<file path="config.mk">
export PLATFORM = sky130hd
export DESIGN_NAME = traffic_light_controller_flat
export DESIGN_NICKNAME = d
export VERILOG_FILES = /design/src/rtl/traffic_light_controller_if.sv /design/src/rtl/traffic_light_controller.sv /design/src/flat_wrapper.sv
export SDC_FILE = /design/constraint.sdc
export NUM_CORES = 1
export LEC_CHECK = 0
export BUFFER_PORTS_ARGS = -buffer_cell sky130_fd_sc_hd__buf_2
export CAP_MARGIN = 20
export CORE_AREA = 3 3 40 42
export DETAILED_ROUTE_END_ITERATION = 12
export DIE_AREA = 0 0 43 45
export GPL_TIMING_DRIVEN = 0
export HOLD_SLACK_MARGIN = 0.02
export PLACE_DENSITY = 0.37
export SETUP_SLACK_MARGIN = 0.5
export SYNTH_ARGS = -nofsm -noshare
export SYNTH_HDL_FRONTEND = slang
export SYNTH_SLANG_ARGS = --single-unit
</file>
<file path="constraint.sdc">
create_clock -name clk -period 1.53 [get_ports clk]
set_clock_uncertainty 0.2 [all_clocks]
set_input_delay 0.459 -clock clk [delete_from_list [all_inputs] [get_ports clk]]
set_output_delay 0.459 -clock clk [all_outputs]
set_load 0.03 [all_outputs]
</file>
<file path="src/rtl/traffic_light_controller_if.sv">
// Sensor/light bundle for the two-street traffic light controller.
// The controller takes the slave side; the environment drives sensors as master.
interface traffic_light_controller_if;
  logic       Ta;
  logic       Tb;
  logic [1:0] La;
  logic [1:0] Lb;

  modport master (output Ta, Tb, input La, Lb);
  modport slave  (input Ta, Tb, output La, Lb);
endinterface

</file>
<file path="src/rtl/traffic_light_controller.sv">
// Moore traffic light controller for streets A and B. Green hands over only after
// the holding street's sensor drops, through a single-cycle yellow phase.
module traffic_light_controller (
  input  logic                       clk,
  input  logic                       reset_n,  // active-high despite the name
  traffic_light_controller_if.slave  bus
);

  typedef enum logic [1:0] {
    S0 = 2'b00,
    S1 = 2'b01,
    S2 = 2'b10,
    S3 = 2'b11
  } state_e;

  localparam logic [1:0] GREEN  = 2'b00;
  localparam logic [1:0] YELLOW = 2'b01;
  localparam logic [1:0] RED    = 2'b10;

  state_e     state_q, state_d;
  logic [1:0] la_q, lb_q;
  logic [1:0] la_d, lb_d;

  always_comb begin
    state_d = S0;
    case (state_q)
      S0:      state_d = bus.Ta ? S0 : S1;
      S1:      state_d = S2;
      S2:      state_d = bus.Tb ? S2 : S3;
      S3:      state_d = S0;
      default: state_d = S0;
    endcase
  end

  // Lights are decoded from the next state so the registered outputs track state_q exactly.
  always_comb begin
    la_d = RED;
    lb_d = RED;
    case (state_d)
      S0:      begin la_d = GREEN;  lb_d = RED;    end
      S1:      begin la_d = YELLOW; lb_d = RED;    end
      S2:      begin la_d = RED;    lb_d = GREEN;  end
      S3:      begin la_d = RED;    lb_d = YELLOW; end
      default: begin la_d = RED;    lb_d = RED;    end
    endcase
  end

  always_ff @(posedge clk or posedge reset_n) begin
    if (reset_n) begin
      state_q <= S0;
      la_q    <= GREEN;
      lb_q    <= RED;
    end else begin
      state_q <= state_d;
      la_q    <= la_d;
      lb_q    <= lb_d;
    end
  end

  assign bus.La = la_q;
  assign bus.Lb = lb_q;

endmodule

</file>
<file path="src/flat_wrapper.sv">
// flat-port wrapper written by rule: the top's interface ports become plain ports
module traffic_light_controller_flat 
  (clk, reset_n, bus_Ta, bus_Tb, bus_La, bus_Lb);
  traffic_light_controller_if bus_i ();
  input  logic clk;
  input  logic reset_n;
  input wire logic [$bits(bus_i.Ta)-1:0] bus_Ta;
  input wire logic [$bits(bus_i.Tb)-1:0] bus_Tb;
  output wire logic [$bits(bus_i.La)-1:0] bus_La;
  output wire logic [$bits(bus_i.Lb)-1:0] bus_Lb;
  assign bus_i.Ta = bus_Ta;
  assign bus_i.Tb = bus_Tb;
  assign bus_La = bus_i.La;
  assign bus_Lb = bus_i.Lb;
  traffic_light_controller u_core (.clk(clk), .reset_n(reset_n), .bus(bus_i));
endmodule
</file>
---- After elaboration in Yosys (flattened, before gate mapping) ----
Index checks and enable logic that the tools add are counted.
storage, ports and cells
  input port bits ......................... 4
  register bits after elaboration ......... 6
  word-level logic and storage cells ...... 18
  output and inout port bits .............. 4
cells by class
  reductions and logical operators ........ 4
  eq/ne operators ......................... 6
  multiplexer cells ....................... 5
operators with widths
  operator              count
  $pmux W2 S3           2
  $eq A2 B2 Y1 const B  4
  $pmux W2 S4           1
  $eq A2 B1 Y1 const B  2
  $logic_not A2 Y1      2
  $reduce_or A2 Y1      2
  $mux W1               2

---- Logic depth before layout (Yosys ltp) ----
  word-level depth ........................ 5
  gate-level depth with buffers ........... 4
  gate-level depth less buffers ........... 4

---- Worst setup path after synthesis ----
Ideal clock, no wire load.
  path type ............................... register to register
  from .................................... register u_core.state_q[1]
  to ...................................... register u_core.la_q[0], in the netlist u_core.bus.La[0]
  cell stages (with the launch flop) ...... 5
  period minus slack after synthesis ...... 1.379 ns
  required time ........................... 1.253 ns
  buffers on the path ..................... 0
  data arrival time ....................... 1.101 ns
  slack ................................... 0.151 ns
  library setup time ...................... 0.077 ns
  cells stage by stage .................... dfrtp_1 -> inv_1 -> ha_1 -> or3b_1 -> a21oi_1
between the ends
  longest elaborated chain between the ends .. 5
  elaborated cells on any way between the ends .. 11
  those cells by class .................... eq/ne: 6; mux: 2; reduce/logical: 3
ends and longest elaborated chain
  item                                        RTL line                        text
  start, declared                             traffic_light_controller.sv:20  state_e state_q, state_d;
  start signal, assigned                      traffic_light_controller.sv:54  state_q <= state_d;
  $eq A2 B2 Y1, or another cell as far along  traffic_light_controller.sv:26  case (state_q)
  $pmux W2 S4 (*)                             traffic_light_controller.sv:26
  $eq A2 B2 Y1                                traffic_light_controller.sv:39  case (state_d)
  $reduce_or A2 Y1 (no line)                  -
  $pmux W2 S3 (*)                             traffic_light_controller.sv:39
  via u_core.la_d[0]                          traffic_light_controller.sv:22  logic [1:0] la_d, lb_d;
  end signal, assigned                        traffic_light_controller.sv:55  la_q <= la_d;
  end, declared                               traffic_light_controller.sv:21  logic [1:0] la_q, lb_q;
The timed path passes the listed nets; every way through them passes the cells marked *.

---- Worst setup path after layout ----
  from .................................... register u_core.lb_q[1], in the netlist u_core.bus.Lb[1]
  to ...................................... output port bus_Lb[1]
RTL lines
  item                    RTL line                        text
  start, declared         traffic_light_controller.sv:21
  start signal, assigned  traffic_light_controller.sv:56  lb_q <= lb_d;
  end, declared           flat_wrapper.sv:10              output wire logic [$bits(bus_i.Lb)-1:0] bus_Lb;
No word-level cell between the ends.

==> impl_metrics.env <==
export IMPL_outcome="finished with violations"
export IMPL_failed_checks="hold timing, setup timing"
export IMPL_synth_top_area_share_pct=49.08
export IMPL_h_tree_depth=1
export IMPL_synth_warnings=0
export IMPL_gp_congestion=0.7048
export IMPL_global_route_usage_total_pct=5.351
export IMPL_hold_worst_slack_ns=-0.09526
export IMPL_crit_path_cell_trace="buf_6"
export IMPL_synth_avg_cell_area_um2=12.00
export IMPL_max_freq_ghz=0.6510
export IMPL_power_internal_mw=0.5532
export IMPL_fin_crit_sh_pct=100.4
export IMPL_route_met2_wl_um=170
export IMPL_clk_pin_slew_ns=0.04
export IMPL_rows=13
export IMPL_startpoint_type="flop"
export IMPL_synthesis_area_um2=203.9
export IMPL_synth_xor_area_share_pct=0
export IMPL_fp_dieW_um=43
export IMPL_synth_cells=17
export IMPL_io_pin_count=8
export IMPL_cpLargestDelayFamily="flip-flops"
export IMPL_n_fill_cell=145
export IMPL_cp_slowest_stage_delay_ns=0.52
export IMPL_cts_sinks=5
export IMPL_first_iter_violations=3
export IMPL_worstHoldPathType="input pin to async pin"
export IMPL_synth_ff_type="sky130_fd_sc_hd__dfrtp_1"
export IMPL_vias_per_cell=3.341
export IMPL_numCtsBuffers=3
export IMPL_setup_viol_count_final=1
export IMPL_final_critical_path_setup_slack_ns=-0.006071
export IMPL_die_height_um=45
export IMPL_synth_compound_area_share_pct=4.908
export IMPL_ys_seq_area_share_pct=61.96
export IMPL_yosys_cell_types_count=9
export IMPL_path_class="flop to primary output"
export IMPL_synthArstFlopShare_pct=100.0
export IMPL_totalPowerFinal_mw=0.8853
export IMPL_layout_drive_gt1_share_pct=65.52
export IMPL_clock_latency_ns=0.24
export IMPL_ys_ff_latch=5
export IMPL_synth_top_cells_by_count="sky130_fd_sc_hd__dfrtp_1, sky130_fd_sc_hd__inv_1, sky130_fd_sc_hd__a21oi_1, sky130_fd_sc_hd__ha_1"
export IMPL_grt_overflow=0
export IMPL_clockRootBuffer="sky130_fd_sc_hd__clkbuf_4"
export IMPL_power_share_sequential_pct=27.0
export IMPL_synth_edf_count=0
export IMPL_first_pass_iters=2
export IMPL_critPathRequiredTime_ns=0.87
export IMPL_nNetsFinal=36
export IMPL_endpoint_kind="primary output"
export IMPL_synth_top_family_by_area="adder cells"
export IMPL_synth_area_leader="sky130_fd_sc_hd__dfrtp_1"
export IMPL_routed_wirelength_um=367
export IMPL_synth_fa_ha_area_share_pct=12.27
export IMPL_ff_latch_area_um2=126.4
export IMPL_core_area_mm2=0.001285
export IMPL_port_buffers=7
export IMPL_power_leakage_nw=0.1709
export IMPL_remaining_drc_errors=0
export IMPL_number_of_buffers_on_the_longest_clock_path=2
export IMPL_switching_share_pct=37.51
export IMPL_yosys_area_share_simple_pct=9.816
export IMPL_netSwitchingPower_mw=0.3321
export IMPL_powerDensity_mw_per_mm2=2582
export IMPL_layout_overhead_on_the_synthesized_area_pct=68.10
export IMPL_hpwlAfterDp_um=293.2
export IMPL_total_number_of_vias=147
export IMPL_critPathBufInv=1
export IMPL_antennaDiodeCount=0
export IMPL_pwr_share_clk_pct=17.1
export IMPL_path_max_fanout=1
export IMPL_final_antenna_net_count=0
export IMPL_max_rail_drop_vdd_mv=0.8517
export IMPL_largest_cells_by_area_after_synthesis="sky130_fd_sc_hd__dfrtp_1, sky130_fd_sc_hd__dfstp_2, sky130_fd_sc_hd__ha_1"
export IMPL_placement_setup_worst_slack_ns=0.1422
export IMPL_grt_first_pass_wirelength_um=683
export IMPL_relSlewSlack_pct=88.45
export IMPL_drv_slew=0
export IMPL_met3_length_um=61
export IMPL_p_comb_share_pct=55.9
export IMPL_tritoncts_clock_tree="done"
export IMPL_grt_start_max_net_pins=6
export IMPL_worst_path_max_delay_cell="sky130_fd_sc_hd__dfstp_2"
export IMPL_area_occupied_by_multi_input_gates_um2=77.57
export IMPL_worst_endpoint_arrival_ns=0.88
export IMPL_drt_met1_wl_um=135
export IMPL_synth_fp_nets=23
export IMPL_dieArea_mm2=0.001935
export IMPL_synth_area_mux_share_pct=0
export IMPL_timing_hold_violations_final=4
export IMPL_tightestPinTransition_ns=0.1731
export IMPL_tmin_final_ns=1.536
export IMPL_drv_cap=0
export IMPL_setup_repair_after_global_routing_missed_its_margin="yes"
export IMPL_top_layer_used="met3"
export IMPL_first_global_vias=174
export IMPL_detail_route_wl_per_cell_um=8.341
export IMPL_antenna_found_initial=0
export IMPL_initial_utilization_pct=15.87
cell usage in the layout (no fill, tap or decap), drive strengths merged:
| cell | instances |
|---|---|
| buf | 9 |
| dfrtp | 4 |
| clkbuf | 4 |
| inv | 4 |
| a21oi | 2 |
| ha | 2 |
| or2b | 1 |
| or3b | 1 |
| nand2 | 1 |
| dfstp | 1 |
layout make-up:
class / instances / share of cell area [%]
flip-flops and latches: 5 / 36.86
clock buffers: 4 / 7.664
well taps: 15 / 5.474
multi-input cells: 7 / 22.63
plain buffers: 1 / 3.285
inverters: 4 / 4.380
repair buffers: 8 / 19.71
timing repair:
item	4_1_cts	5_1_grt
buffers inserted	1	0
setup endpoints to repair	9	9
pin swaps	1	0
resized for setup	12	0
hold endpoints to repair	4	4
worst paths after layout:
path,startpoint,to,slack [ns],cells past startpoint
min,reset_n,u_core.state_q[1]$_DFF_PP0_,-0.1,2
min in group clk,bus_Tb,u_core.bus.Lb[0]$_DFF_PP0_,0.31,3
max in group asynchronous,reset_n,u_core.bus.Lb[1]$_DFF_PP1_,0.99,2
max,u_core.bus.Lb[1]$_DFF_PP1_,bus_Lb[1],-0.006,1
min reg2reg,u_core.state_q[0]$_DFF_PP0_,u_core.state_q[1]$_DFF_PP0_,0.47,2
max reg2reg,u_core.state_q[1]$_DFF_PP0_,u_core.bus.La[0]$_DFF_PP0_,0.10,5
power by group through the flow:
stage | Sequential, mW | Clock (mW) | Combinational, mW
2_1_floorplan | 0.319 | 0 | 0.186
3_3_place_gp | 0.233 | 0 | 0.360
3_5_place_dp | 0.235 | 0 | 0.356
4_1_cts | 0.240 | 0.160 | 0.504
5_1_grt | 0.251 | 0.165 | 0.536
6_report | 0.239 | 0.151 | 0.495
flip-flops by register name (all words and copies together) (netlist names):
name / flops
u_core.bus.La: 1
u_core.bus.Lb: 2
u_core.state_q: 2
metrics by stage:
stage                     cells  cell area [um2]  setup TNS, ns  utilization [%]
after floorplan              17            216.5              0                -
after global placement       39            270.3              0            21.03
after detailed placement     39            270.3              0            21.03
after CTS                    44            342.8       -0.01787            26.68
after global routing         44            342.8       -0.06821            26.68
final                        44            342.8      -0.006071            26.68
cells by family (layout without fill, tap and decap cells):
logic type      after synthesis  in the layout
fa+ha+maj                     2              2
simple gates                  3              3
compound gates                2              2
flops                         5              5
buf+inv                       5             17
per-layer routing:
metal  track usage [%]  vias to the layer above
li1                  -                       73
met1             5.122                       66
met2             6.886                        8
met3             6.773                        0
met4             1.807                        0
met5                 0                        -
(Power assumes the default switching activity.)
